===== src/rtl/hamming_pkg.sv =====
// rtl/hamming_pkg.sv - shared state type, frame sizes and Hamming(7,4) bit positions
package hamming_pkg;

    typedef enum logic [1:0] {
        IDLE,
        START,
        DATA,
        STOP
    } state_t;

    localparam int CW_BITS    = 7;
    localparam int FRAME_BITS = 30;
    localparam int DATA_BITS  = 28;

    // Codeword bit index = Hamming position - 1
    localparam int P1_POS = 0;
    localparam int P2_POS = 1;
    localparam int D0_POS = 2;
    localparam int P4_POS = 3;
    localparam int D1_POS = 4;
    localparam int D2_POS = 5;
    localparam int D3_POS = 6;

endpackage


===== src/rtl/hamming74_encode.sv =====
// rtl/hamming74_encode.sv - combinational Hamming(7,4) encoder, cw[0] = position 1
module hamming74_encode
    import hamming_pkg::*;
(
    input  logic [3:0]         data,
    output logic [CW_BITS-1:0] cw
);

    always_comb begin
        cw         = '0;
        cw[P1_POS] = data[0] ^ data[1] ^ data[3];
        cw[P2_POS] = data[0] ^ data[2] ^ data[3];
        cw[D0_POS] = data[0];
        cw[P4_POS] = data[1] ^ data[2] ^ data[3];
        cw[D1_POS] = data[1];
        cw[D2_POS] = data[2];
        cw[D3_POS] = data[3];
    end

endmodule


===== src/rtl/hamming_frame_tx.sv =====
// rtl/hamming_frame_tx.sv - serialises four Hamming(7,4) codewords between start and stop bits
module hamming_frame_tx
    import hamming_pkg::*;
#(
    parameter int CLKS_PER_BIT = 4
) (
    input  logic        clk,
    input  logic        rst,
    input  logic        in_valid,
    output logic        in_ready,
    input  logic [15:0] in_data,
    output logic        tx_out,
    output logic        busy,
    output logic        frame_done
);

    localparam int                CNT_W    = $clog2(CLKS_PER_BIT + 1);
    localparam logic [CNT_W-1:0]  CNT_LAST = CNT_W'(CLKS_PER_BIT - 1);
    localparam logic [4:0]        IDX_LAST = 5'(DATA_BITS - 1);

    state_t                 state;
    state_t                 state_next;
    logic [CNT_W-1:0]       bit_cnt;
    logic [4:0]             bit_idx;
    logic [DATA_BITS-1:0]   shreg;
    logic [DATA_BITS-1:0]   encoded;
    logic                   accept;
    logic                   bit_end;
    logic                   last_data;

    assign in_ready  = (state == IDLE);
    assign busy      = (state != IDLE);
    assign accept    = in_valid && in_ready;
    assign bit_end   = (bit_cnt == CNT_LAST);
    assign last_data = (bit_idx == IDX_LAST);

    // nibble0's codeword sits in the low bits so it shifts out first
    for (genvar i = 0; i < 4; i++) begin : g_enc
        hamming74_encode u_enc (
            .data (in_data[4*i +: 4]),
            .cw   (encoded[CW_BITS*i +: CW_BITS])
        );
    end

    always_ff @(posedge clk or posedge rst) begin
        if (rst) begin
            state <= IDLE;
        end else begin
            state <= state_next;
        end
    end

    always_comb begin
        state_next = state;
        case (state)
            IDLE:    if (accept)               state_next = START;
            START:   if (bit_end)              state_next = DATA;
            DATA:    if (bit_end && last_data) state_next = STOP;
            STOP:    if (bit_end)              state_next = IDLE;
            default:                           state_next = IDLE;
        endcase
    end

    always_ff @(posedge clk or posedge rst) begin
        if (rst) begin
            bit_cnt    <= '0;
            bit_idx    <= '0;
            shreg      <= '0;
            tx_out     <= 1'b1;
            frame_done <= 1'b0;
        end else begin
            frame_done <= 1'b0;
            case (state)
                IDLE: begin
                    if (accept) begin
                        shreg   <= encoded;
                        bit_cnt <= '0;
                        bit_idx <= '0;
                        tx_out  <= 1'b0;
                    end
                end
                START: begin
                    if (bit_end) begin
                        bit_cnt <= '0;
                        tx_out  <= shreg[0];
                    end else begin
                        bit_cnt <= bit_cnt + CNT_W'(1);
                    end
                end
                DATA: begin
                    if (bit_end) begin
                        bit_cnt <= '0;
                        if (last_data) begin
                            tx_out <= 1'b1;
                        end else begin
                            bit_idx <= bit_idx + 5'd1;
                            shreg   <= shreg >> 1;
                            tx_out  <= shreg[1];
                        end
                    end else begin
                        bit_cnt <= bit_cnt + CNT_W'(1);
                    end
                end
                STOP: begin
                    if (bit_end) begin
                        bit_cnt    <= '0;
                        frame_done <= 1'b1;
                    end else begin
                        bit_cnt <= bit_cnt + CNT_W'(1);
                    end
                end
                default: begin
                    bit_cnt <= '0;
                end
            endcase
        end
    end

endmodule


===== config.mk =====
export PLATFORM = sky130hd
export DESIGN_NAME = hamming_frame_tx
export DESIGN_NICKNAME = d
export VERILOG_FILES = /design/src/rtl/hamming_pkg.sv /design/src/rtl/hamming74_encode.sv /design/src/rtl/hamming_frame_tx.sv
export SDC_FILE = /design/constraint.sdc
export NUM_CORES = 1
export LEC_CHECK = 0
export ABC_AREA = 1
export ABC_CLOCK_PERIOD_IN_PS = 4500
export CAP_MARGIN = 20
export CORE_UTILIZATION = 55
export CTS_CLUSTER_SIZE = 10
export DETAILED_ROUTE_END_ITERATION = 7
export GPL_ROUTABILITY_DRIVEN = 0
export PLACE_DENSITY = 0.76
export SYNTH_ARGS = -nofsm -noshare
export SYNTH_HDL_FRONTEND = slang
export SYNTH_SLANG_ARGS = --single-unit

===== constraint.sdc =====
create_clock -name clk -period 4.5 [get_ports clk]
set_input_delay 0.45 -clock clk [delete_from_list [all_inputs] [get_ports clk]]
set_output_delay 0.45 -clock clk [all_outputs]
set_load 0.02 [all_outputs]

Yosys cells after proc, flatten, opt, wreduce, memory -nomap -nowiden
Index checks and enable logic that the tools add are counted.
{"block": "op_classes", "n_addsub": 2, "eq_ne": 11, "mux": 23, "n_bitwise": 24, "n_reduce_logical": 10}
{"op": "$mux 28", "n": 3}
{"op": "$pmux 28 s2", "n": 1}
{"op": "$xor 1x1->1", "n": 24}
{"op": "$mux 5", "n": 3}
{"op": "$reduce_and 4->1", "n": 3}
{"op": "$ne 2x2->1 const B", "n": 5}
{"op": "$pmux 5 s2", "n": 1}
{"op": "$mux 2", "n": 4}
{"op": "$pmux 2 s4", "n": 1}
{"op": "$mux 1", "n": 6}
{"op": "$mux 3", "n": 2}
{"op": "$pmux 3 s2", "n": 1}
{"op": "$add 5x1->5 const B", "n": 1}
{"op": "$eq 5x5->1 const B", "n": 1}
{"op": "$eq 2x2->1 const B", "n": 2}
{"op": "$reduce_bool 2->1", "n": 2}
{"op": "$add 3x1->3 const B", "n": 1}
{"op": "$eq 3x2->1 const B", "n": 1}
{"op": "$pmux 1 s3", "n": 1}
{"op": "$reduce_bool 3->1", "n": 1}
{"op": "$reduce_or 3->1", "n": 1}
{"op": "$eq 2x1->1 const B", "n": 1}
{"op": "$logic_and 1x1->1", "n": 2}
{"op": "$logic_not 2->1", "n": 1}
{"op": "$ne 2x1->1 const B", "n": 1}
{"block": "word_totals", "regBits": 40, "in_bits": 19, "output_inout_bits": 4, "wordCells": 76}

Depth between registers and ports, before layout
Gate-level depths: netlist of the first run.
{"block": "logic_depth", "ltp_word": 4, "ltp_mapped": 12, "ltp_nobuf": 10}

By module
From an unflattened synthesis of the first run, not the netlist that was laid out.
{"block": "unflattened", "hier_cells": 426, "area_unflattened_um2": 2675.1}
{"module": "hamming_frame_tx", "n_inst": 1, "cells_each": 310, "area_each_um2": 2149.6, "seq_area_each_um2": 1002.2}
{"module": "hamming74_encode", "n_inst": 4, "cells_each": 29, "area_each_um2": 131.4, "seq_area_each_um2": 0.0}

Least setup slack after synthesis of the first run
Ideal clock, no wire load.
{"block": "synth_timing", "path_kind": "reg-to-reg", "startpoint": "register state[0]", "endpoint": "register shreg[14]", "setup_ns": 0.116, "arrival_time_ns": 1.541, "t_required_ns": 4.384, "setup_slack_ns": 2.843, "path_stages_with_launch": 11, "n_path_buf": 1, "path_cell_list": "dfrtp_1 inv_1 ha_1 inv_2 nor2_4 inv_2 nand3_2 nor2_4 buf_6 nand2_1 nand2_1"}
{"block": "synth_via", "elab_chain_len": 4, "word_cells_on_any_way": 9, "classes_between": "eq/ne (4); mux (1); reduce/logical (4)"}
{"element": "start, declared", "line": "hamming_frame_tx.sv:21", "source": "state_t state;"}
{"element": "start signal, assigned", "line": "hamming_frame_tx.sv:49", "source": "state <= state_next;"}
{"element": "$logic_not 2->1 *", "line": "hamming_frame_tx.sv:31", "source": "assign in_ready = (state == IDLE);"}
{"element": "named net in_ready", "line": "hamming_frame_tx.sv:10", "source": "output logic in_ready,"}
{"element": "$logic_and 1x1->1", "line": "hamming_frame_tx.sv:33", "source": "assign accept = in_valid && in_ready;"}
{"element": "$ne 2x1->1 (no line)"}
{"element": "$reduce_and 4->1 (no line)"}
{"element": "end signal, assigned", "line": "hamming_frame_tx.sv:76", "source": "shreg <= encoded;"}
{"element": "end signal, assigned", "line": "hamming_frame_tx.sv:97", "source": "shreg <= shreg >> 1;"}
{"element": "end, declared", "line": "hamming_frame_tx.sv:25", "source": "logic [DATA_BITS-1:0] shreg;"}
The timed path passes the listed nets; every way through them passes the cells marked *.
A chain may end at the register's enable or synchronous reset.

Worst setup path in the final report of the first run
{"block": "layout_timing", "startpoint": "register state[0]", "endpoint": "output busy"}
{"block": "layout_via", "elab_chain_len": 1}
{"element": "$reduce_bool 2->1", "line": "hamming_frame_tx.sv:32", "source": "assign busy = (state != IDLE);"}
{"element": "end, declared", "line": "hamming_frame_tx.sv:13", "source": "output logic busy,"}
Every way passes these cells.

==> results of run 1 <==
## metal layers
| metal | wire length (um) | share of wire [%] |
|---|---|---|
| met1 | 2447 | 48 |
| met2 | 2380 | 47 |
| met3 | 181 | 3.6 |
| met4 | 74 | 1.5 |
| met5 | 0 | 0 |
## sequential cells by signal, indices dropped and copies added, names as in the netlist
| name | flops |
|---|---|
| shreg | 28 |
| bit_idx | 5 |
| bit_cnt | 3 |
| state | 2 |
| frame_done | 1 |
| tx_out | 1 |
## kinds of logic after synthesis
group / synth area share (%)
simple gates: 41.95
buf+inv: 10.55
xor+xnor: 0.3468
fa+ha+maj: 2.972
compound gates: 4.507
flops: 39.67
## per-stage QoR
step                      area (um2)  instances  worst slack, ns
after global routing            2829        447            2.145
after CTS                       2829        447            2.215
after floorplan                 2526        377            2.843
after global placement          2703        439            2.441
after detailed placement        2703        439            2.352
final                           2829        447            2.225
## power by group through the flow
stage                     Clock, W  Combinational [W]  Sequential (W)
after global placement           0           0.000902        0.000606
final                     0.000322           0.000926        0.000605
after floorplan                  0           0.000828        0.000590
after detailed placement         0           0.000927        0.000608
after CTS                 0.000329           0.000932        0.000605
after global routing      0.000342            0.00106        0.000621
## cells in the final DEF, fill, tap and decap left out, drive strengths merged, types with 4 or more instances in the layout
master and n:
nor2 35, inv 38, clkdlybuf4s50 22, nand2 195, nand3 18, ha 6
or2 7, o21ai 13, a21oi 4, clkbuf 7, nand4 4, dfrtp 39
## area by class of cell
type	instances	share of cell area, %
Sequential cell	40	35.43
Tap cell	52	2.300
Clock buffer	7	3.406
Timing Repair Buffer	24	8.315
Inverter	38	5.042
Multi-Input combinational cell	285	44.45
Clock inverter	1	1.061
## path summary, 6_finish.rpt
path                       cells past startpoint                 start                endpoint  slack (ns)
setup / recovery                               4  state[0]$_DFFE_PP0P_                    busy        2.23
hold / removal                                 2  shreg[4]$_DFFE_PP0P_    shreg[4]$_DFFE_PP0P_        0.48
setup reg to reg                               8  state[0]$_DFFE_PP0P_  bit_idx[3]$_DFFE_PP0P_        2.34
hold reg to reg                                2  shreg[4]$_DFFE_PP0P_    shreg[4]$_DFFE_PP0P_        0.48
max in group asynchronous                      3                   rst      tx_out$_DFFE_PP1P_        3.54
min in group asynchronous                      3                   rst   shreg[18]$_DFFE_PP0P_        0.57
## critical path: stages (launching register included)
cell,delay [ns]
dfrtp_1,0.39
inv_1,0.08
ha_1,0.27
inv_2,0.17
clkdlybuf4s50_1,0.63
==> flow_summary.yaml, run 1 <==
clocking:
  cts_buffer_depth: 2
  postCtsHoldBufs: 0
  cts_root_buffer: "clkbuf_8"
  clock_latency_ns: 0.29
  clk_pin_slew_ns: 0.08
  cts_sinks: 40
  cts_resized: 0
  post-cts-setup-buffers: 0
  htree_num_levels: 2
  cts_buffers: 5
  cts_tree: "built"
floorplan:
  io_pins: 23
  start_util_pct: 57.62
  die_y_um: 69.77
  core-area_um2: 4384
  design.die.area_um2: 4868
  rows: 24
  die_w_um: 69.77
synth:
  synthTopCellsByArea: "dfrtp_1, nand2_1, inv_1"
  synth_most_common_cell: "nand2_1"
  ys_types: 23
  seq_area_frac_synth_pct: 39.67
  avgSynthCellArea_um2: 6.701
  synth-seq-cells: 40
  yosysWarnings: 0
  yosys_most_used_dff: "dfrtp_1"
  syn_inst: 377
  async_flop_share_pct: 100.0
  synth_largest_area_cell: "dfrtp_1"
  synth_top_area_share_pct: 38.63
  syn-num-nets: 402
  synth_common_cells: "nand2_1, dfrtp_1, inv_1, nor2_1, nand3_1"
  synth_area_um2: 2526
  synth-edff-count: 0
grt:
  antenna_found_initial: 0
  top_usage_layer: "met2"
  track_usage_pct: 23.00
  grt_pass1_wl_um: 8990
  use_met1_pct: 29.63
  grt_pass1_vias: 2098
  grtUsageMet3_pct: 5.087
  gr-usage-met2_pct: 38.14
  grt_max_degree: 46
  grt_overflow: 0
critical_path:
  cp_data_arrival_time_ns: 1.82
  cp.required_ns: 4.05
  crit_type: "register to output pin"
  crit_path_end_kind: "output pin"
  setup.worst_path.start_class: "register"
  cp_max_fo: 6
timing:
  tightest_slew_ns: 0.7221
  finalCriticalPeriod_ns: 2.275
  finalHoldWorstSlack_ns: 0.4789
  slew_viol_final: 0
  max_clock_freq_mhz: 439.6
  finalCritPeriodShare_pct: 50.55
  skew_ns: 0.008414
  hold_viol: 0
  rsz0062_at_grt: "false"
  max_slew_margin_pct: 51.74
  setup_tns_ns: 0
  setup_viol: 0
power_and_ir_drop:
  combPwrFrac_pct: 50.0
  power_density_nw_per_um2: 655.1
  power_frac_seq_pct: 32.7
  switching_share_pct: 44.35
  ir_worst_vdd_uv: 604.7
  p_sw_w: 0.0008219
  power.internal_w: 0.001031
  leakagePower_nw: 1.599
  power_frac_clock_pct: 17.4
  power_w: 0.001853
layout:
  final_util_pct: 64.53
  area_growth_pct: 11.99
  seqCellArea_um2: 1002
  drive_gt1_share_pct: 6.835
  multiInputGateArea_um2: 1257
  antenna_cells: 0
  nets: 419
  final.fill_count: 403
run_status:
  status: "finished, final reports clean"
min_path:
  min_path_type: "register to register"
detailed_routing:
  route.vias.total: 2246
  avgViaCountPerCell: 5.025
  drtIter0Drc: 146
  wl_per_cell_um: 11.38
  routed_wl_um: 5085
  first_pass_iters: 4
  drcViolationCount: 0
  postRouteAntennaNets: 0
placement:
  io_buffers: 22
  hpwl_um: 3344
flow_run:
  maxCapViolCount: 0
Power figures use the tool's default switching activity.
==> run 2: changes to the inputs <==
--- a/config.mk
+++ b/config.mk
@@ -6,7 +6,7 @@
 export NUM_CORES = 1
 export LEC_CHECK = 0
 export ABC_AREA = 1
-export ABC_CLOCK_PERIOD_IN_PS = 4500
+export ABC_CLOCK_PERIOD_IN_PS = 2100
 export CAP_MARGIN = 20
 export CORE_UTILIZATION = 55
 export CTS_CLUSTER_SIZE = 10
==> constraint.sdc (replaced) <==
create_clock -name clk -period 2.1 [get_ports clk]
set_input_delay 0.21 -clock clk [delete_from_list [all_inputs] [get_ports clk]]
set_output_delay 0.21 -clock clk [all_outputs]
set_load 0.02 [all_outputs]
==> run 2 against run 1 <==
Hold slack got worse by 0.14 ns. Combinational power grew 120%. Total power increased by 110%. Global-route usage shrank 0.80 points. Via count fell by 1.3%. Cell count up 0.67%. Cell area is essentially flat. Clock skew down 0.0046 ns. Critical path depth decreased by 1. Clock power increased by 61%. Sequential power rose by 110%. First-iteration DRC count fell by 18%. Critical endpoint is now in_ready. Highest routed layer unchanged.
==> flow_summary.yaml, run 2 (same netlist as run 1, synthesis figures left out) <==
floorplan:
  die_y_um: 69.77
  design.die.area_um2: 4868
  die_w_um: 69.77
  rows: 24
  io_pins: 23
  core-area_um2: 4384
  start_util_pct: 57.62
detailed_routing:
  route.vias.total: 2217
  drcViolationCount: 0
  first_pass_iters: 4
  drtIter0Drc: 120
  wl_per_cell_um: 11.02
  routed_wl_um: 4958
  avgViaCountPerCell: 4.927
  postRouteAntennaNets: 0
clocking:
  cts_root_buffer: "clkbuf_8"
  cts_tree: "built"
  htree_num_levels: 2
  clk_pin_slew_ns: 0.07
  post-cts-setup-buffers: 0
  cts_buffer_depth: 2
  cts_sinks: 40
  clock_latency_ns: 0.28
  cts_buffers: 5
layout:
  drive_gt1_share_pct: 7.035
  nets: 422
  area_growth_pct: 12.04
  seqCellArea_um2: 1002
  top_register: "shreg"
  antenna_cells: 0
  multiInputGateArea_um2: 1257
  final_common_cell: "nand2_1"
  largest_reg_flops: 28
  final.fill_count: 414
  top_regs: "shreg (28), bit_idx (5), bit_cnt (3)"
  mostFrequentLayoutCells: "nand2_1, dfrtp_1, inv_1"
grt:
  grt_pass1_wl_um: 8859
  grt_overflow: 0
  track_usage_pct: 22.20
  antenna_found_initial: 0
  grt_max_degree: 41
  grt_pass1_vias: 2041
run_status:
  status: "finished, final reports clean"
timing:
  skew_ns: 0.003802
  finalCritPeriodShare_pct: 90.31
  tightest_slew_ns: 0.5164
  rsz0062_at_grt: "false"
  hold_viol: 0
  max_slew_margin_pct: 65.57
  max_clock_freq_mhz: 527.3
  finalCriticalPeriod_ns: 1.897
  setup_viol: 0
  slew_viol_final: 0
  setup_tns_ns: 0
placement:
  io_buffers: 22
  hpwl_um: 3474
power_and_ir_drop:
  power_density_nw_per_um2: 1374
  power_w: 0.003890
  ir_worst_vdd_uv: 1124
  leakagePower_nw: 1.606
critical_path:
  crit_type: "register to output pin"
  slowest_delay_ns: 0.64
  cp_max_fo: 4
  crit_path_end_kind: "output pin"
  slowest_stage: "clkdlybuf4s50_1"
  ff2ff_setup_slack_ns: 0.28
  setup.worst_path.start_class: "register"
  cp.required_ns: 1.89
  cp_cell_sequence: "inv_1, ha_1, clkdlybuf4s50_1"
  cp_data_arrival_time_ns: 1.69
min_path:
  min_path_type: "input pin to asynchronous set/reset pin"
flow_run:
  maxCapViolCount: 0
## run 2: changes by cell type in the layout (fill, tap and decap cells not counted), sizes merged
cell           before  now
clkbuf              7    8
bufinv              1    0
clkdlybuf4s50      22   21
buf                 2    5
dlymetal6s2s        0    1
## run 2: final timing paths
check | from | end | cells after the start
max in group asynchronous | rst | tx_out$_DFFE_PP1P_ | 3
min reg2reg | shreg[15]$_DFFE_PP0P_ | shreg[15]$_DFFE_PP0P_ | 2
max | state[0]$_DFFE_PP0P_ | in_ready | 3
max reg2reg | state[0]$_DFFE_PP0P_ | shreg[22]$_DFFE_PP0P_ | 7
min | rst | shreg[19]$_DFFE_PP0P_ | 3
min in group clk | shreg[15]$_DFFE_PP0P_ | shreg[15]$_DFFE_PP0P_ | 2
## run 2: per-stage QoR
stage               worst slack [ns]  cells  hold slack, ns  utilization [%]  cell area [um2]
finish                        0.2035    450          0.3416            64.55             2830
global route                  0.1162    450          0.4126            64.55             2830
CTS                          0.04854    450          0.3679            64.50             2828
detailed placement            0.2778    442          0.4583            62.44             2738
global placement              0.3571    442          0.4547            62.44             2738
floorplan                     0.4426    377          0.3623                -             2526
## run 2: where the power goes
part           leakage [nW]  internal (W)  switching [W]
logic                  1.06      0.000757        0.00132
registers             0.504       0.00111       0.000187
clock network        0.0455      0.000268       0.000249
## run 2: worst max-delay path: cells and delay by family (launching register included)
| family | cells | cell delay [ns] |
|---|---|---|
| flops | 1 | 0.42 |
| fa+ha+maj | 1 | 0.25 |
| buf+inv | 2 | 0.73 |
## run 2: area by class of cell
cell class                 instances  area share [%]
clock buffer                       8           3.183
timing repair buffer              27           9.638
multi-input combinational        285           44.43
sequential                        40           35.41
tap                               52           2.299
inverter                          38           5.040
## run 2: per-layer routing
layer,part of all wire (%),up-vias,GRT usage (%)
met3,3.2,2,4.651
li1,-,1179,-
met5,0,-,0
met4,0.52,0,4.667
met1,50,1006,30.84
met2,46,30,35.90
## run 2: what timing repair did
action / in CTS / in global routing
gates resized for setup: 0 / 1
hold buffers: 0 / 0
setup endpoints to repair: 0 / 1
==> run 3: changes to the inputs <==
--- a/config.mk
+++ b/config.mk
@@ -8,11 +8,12 @@
 export ABC_AREA = 1
 export ABC_CLOCK_PERIOD_IN_PS = 2100
 export CAP_MARGIN = 20
-export CORE_UTILIZATION = 55
+export CORE_UTILIZATION = 45
 export CTS_CLUSTER_SIZE = 10
 export DETAILED_ROUTE_END_ITERATION = 7
 export GPL_ROUTABILITY_DRIVEN = 0
-export PLACE_DENSITY = 0.76
+export MAX_ROUTING_LAYER = met4
+export PLACE_DENSITY = 0.64
 export SYNTH_ARGS = -nofsm -noshare
 export SYNTH_HDL_FRONTEND = slang
 export SYNTH_SLANG_ARGS = --single-unit
==> run 3 against run 2 <==
Total power rose by 3.8%. Largest cell class unchanged. Maximum frequency fell by 5.6%. Hold slack improved by 0.0080 ns. Critical endpoint is now busy. Highest routed layer unchanged. Cell area rose by 2.0%. Largest power group unchanged.
==> flow_summary.yaml, run 3 (same netlist as run 1, synthesis figures left out) <==
run_status:
  status: "finished, final reports clean"
critical_path:
  cp.required_ns: 1.89
  slowest_delay_ns: 0.63
  cp_data_arrival_time_ns: 1.80
  crit_path_end_kind: "output pin"
  cp_max_fo: 6
  slowest_stage: "clkdlybuf4s50_1"
  crit_type: "register to output pin"
  cp_cell_sequence: "inv_1, ha_1, inv_2, clkdlybuf4s50_1"
  setup.worst_path.start_class: "register"
timing:
  skew_ns: 0.005283
  slew_viol_final: 0
  max_slew_margin_pct: 65.15
  finalHoldWorstSlack_ns: 0.3497
  rsz0062_at_grt: "false"
  finalCriticalPeriod_ns: 2.009
  setup_viol: 0
  finalCritPeriodShare_pct: 95.65
  hold_viol: 0
  tightest_slew_ns: 0.5227
  setup_tns_ns: 0
  max_clock_freq_mhz: 497.9
detailed_routing:
  drtIter0Drc: 82
  drcViolationCount: 0
  routed_wl_um: 4959
  first_pass_iters: 4
  postRouteAntennaNets: 0
  wl_per_cell_um: 10.60
  route.vias.total: 2189
  avgViaCountPerCell: 4.677
layout:
  area_growth_pct: 14.26
  final.fill_count: 534
  top_regs: "shreg (28), bit_idx (5), bit_cnt (3)"
  drive_gt1_share_pct: 7.538
  antenna_cells: 0
  largest_reg_flops: 28
  top_register: "shreg"
  multiInputGateArea_um2: 1257
  seqCellArea_um2: 1002
  nets: 422
  final_common_cell: "nand2_1"
  mostFrequentLayoutCells: "nand2_1, dfrtp_1, inv_1"
floorplan:
  core-area_um2: 5270
  io_pins: 23
  start_util_pct: 47.93
  rows: 26
  design.die.area_um2: 5917
  die_y_um: 76.93
  die_w_um: 76.93
placement:
  io_buffers: 22
  hpwl_um: 3356
clocking:
  cts_buffer_depth: 2
  cts_sinks: 40
  postCtsHoldBufs: 0
  cts_resized: 0
  clock_latency_ns: 0.29
  cts_buffers: 5
  cts_root_buffer: "clkbuf_8"
  htree_num_levels: 2
  cts_tree: "built"
  post-cts-setup-buffers: 0
  clk_pin_slew_ns: 0.08
min_path:
  min_path_type: "input pin to asynchronous set/reset pin"
grt:
  track_usage_pct: 18.64
  grt_overflow: 0
  grt_pass1_vias: 2012
  grt_max_degree: 41
  grt_pass1_wl_um: 8707
  antenna_found_initial: 0
power_and_ir_drop:
  leakagePower_nw: 1.617
  power_density_nw_per_um2: 1399
  ir_worst_vdd_uv: 593.3
flow_run:
  maxCapViolCount: 0
## run 3: final timing paths
kind | startpoint | endpoint | slack (ns) | depth (start not counted)
worst max-delay path | state[0]$_DFFE_PP0P_ | busy | 0.09 | 4
worst min-delay path | rst | shreg[8]$_DFFE_PP0P_ | 0.35 | 3
worst max register to register | state[0]$_DFFE_PP0P_ | shreg[24]$_DFFE_PP0P_ | 0.34 | 8
worst min register to register | shreg[16]$_DFFE_PP0P_ | shreg[16]$_DFFE_PP0P_ | 0.48 | 2
max in group asynchronous | rst | tx_out$_DFFE_PP1P_ | 1.38 | 3
min in group clk | shreg[16]$_DFFE_PP0P_ | shreg[16]$_DFFE_PP0P_ | 0.48 | 2
## run 3: through the flow
stage	power (W)	util [%]	instance area (um2)	instances	setup WS, ns
global route	0.004435	54.77	2887	468	0.0006581
floorplan	0.003039	-	2526	377	0.4426
finish	0.004038	54.77	2887	468	0.09138
detailed placement	0.003389	52.37	2760	460	0.3257
CTS	0.004086	54.77	2887	468	0.07082
global placement	0.003357	52.37	2760	460	0.3889
## run 3: area by class of cell
class | instances | area share [%]
Inverter | 38 | 4.941
Multi-Input combinational cell | 285 | 43.56
Sequential cell | 40 | 34.72
Timing Repair Buffer | 27 | 9.363
Tap cell | 70 | 3.034
Clock inverter | 1 | 1.040
Clock buffer | 7 | 3.338
## run 3: worst max-delay path: cells and delay by family (launching register included)
| kind | cells | cell delay (ns) |
|---|---|---|
| buffers and inverters | 3 | 0.87 |
| flip-flops | 1 | 0.39 |
| adder cells (fa/ha/maj) | 1 | 0.25 |
## run 3: metal layers
layer	part of all wire [%]	vias to the layer above	wire [um]	GRT usage [%]
li1	-	1173	-	-
met1	51	973	2538	24.57
met2	45	41	2215	29.73
met3	3.7	2	185	3.571
met4	0.42	0	21	4.038
met5	0	-	0	-
## run 3: report_power, final
part	internal, W	switching, W
Clock	0.000419	0.000267
Combinational	0.000759	0.00130
Sequential	0.00111	0.000180
Total	0.00229	0.00175
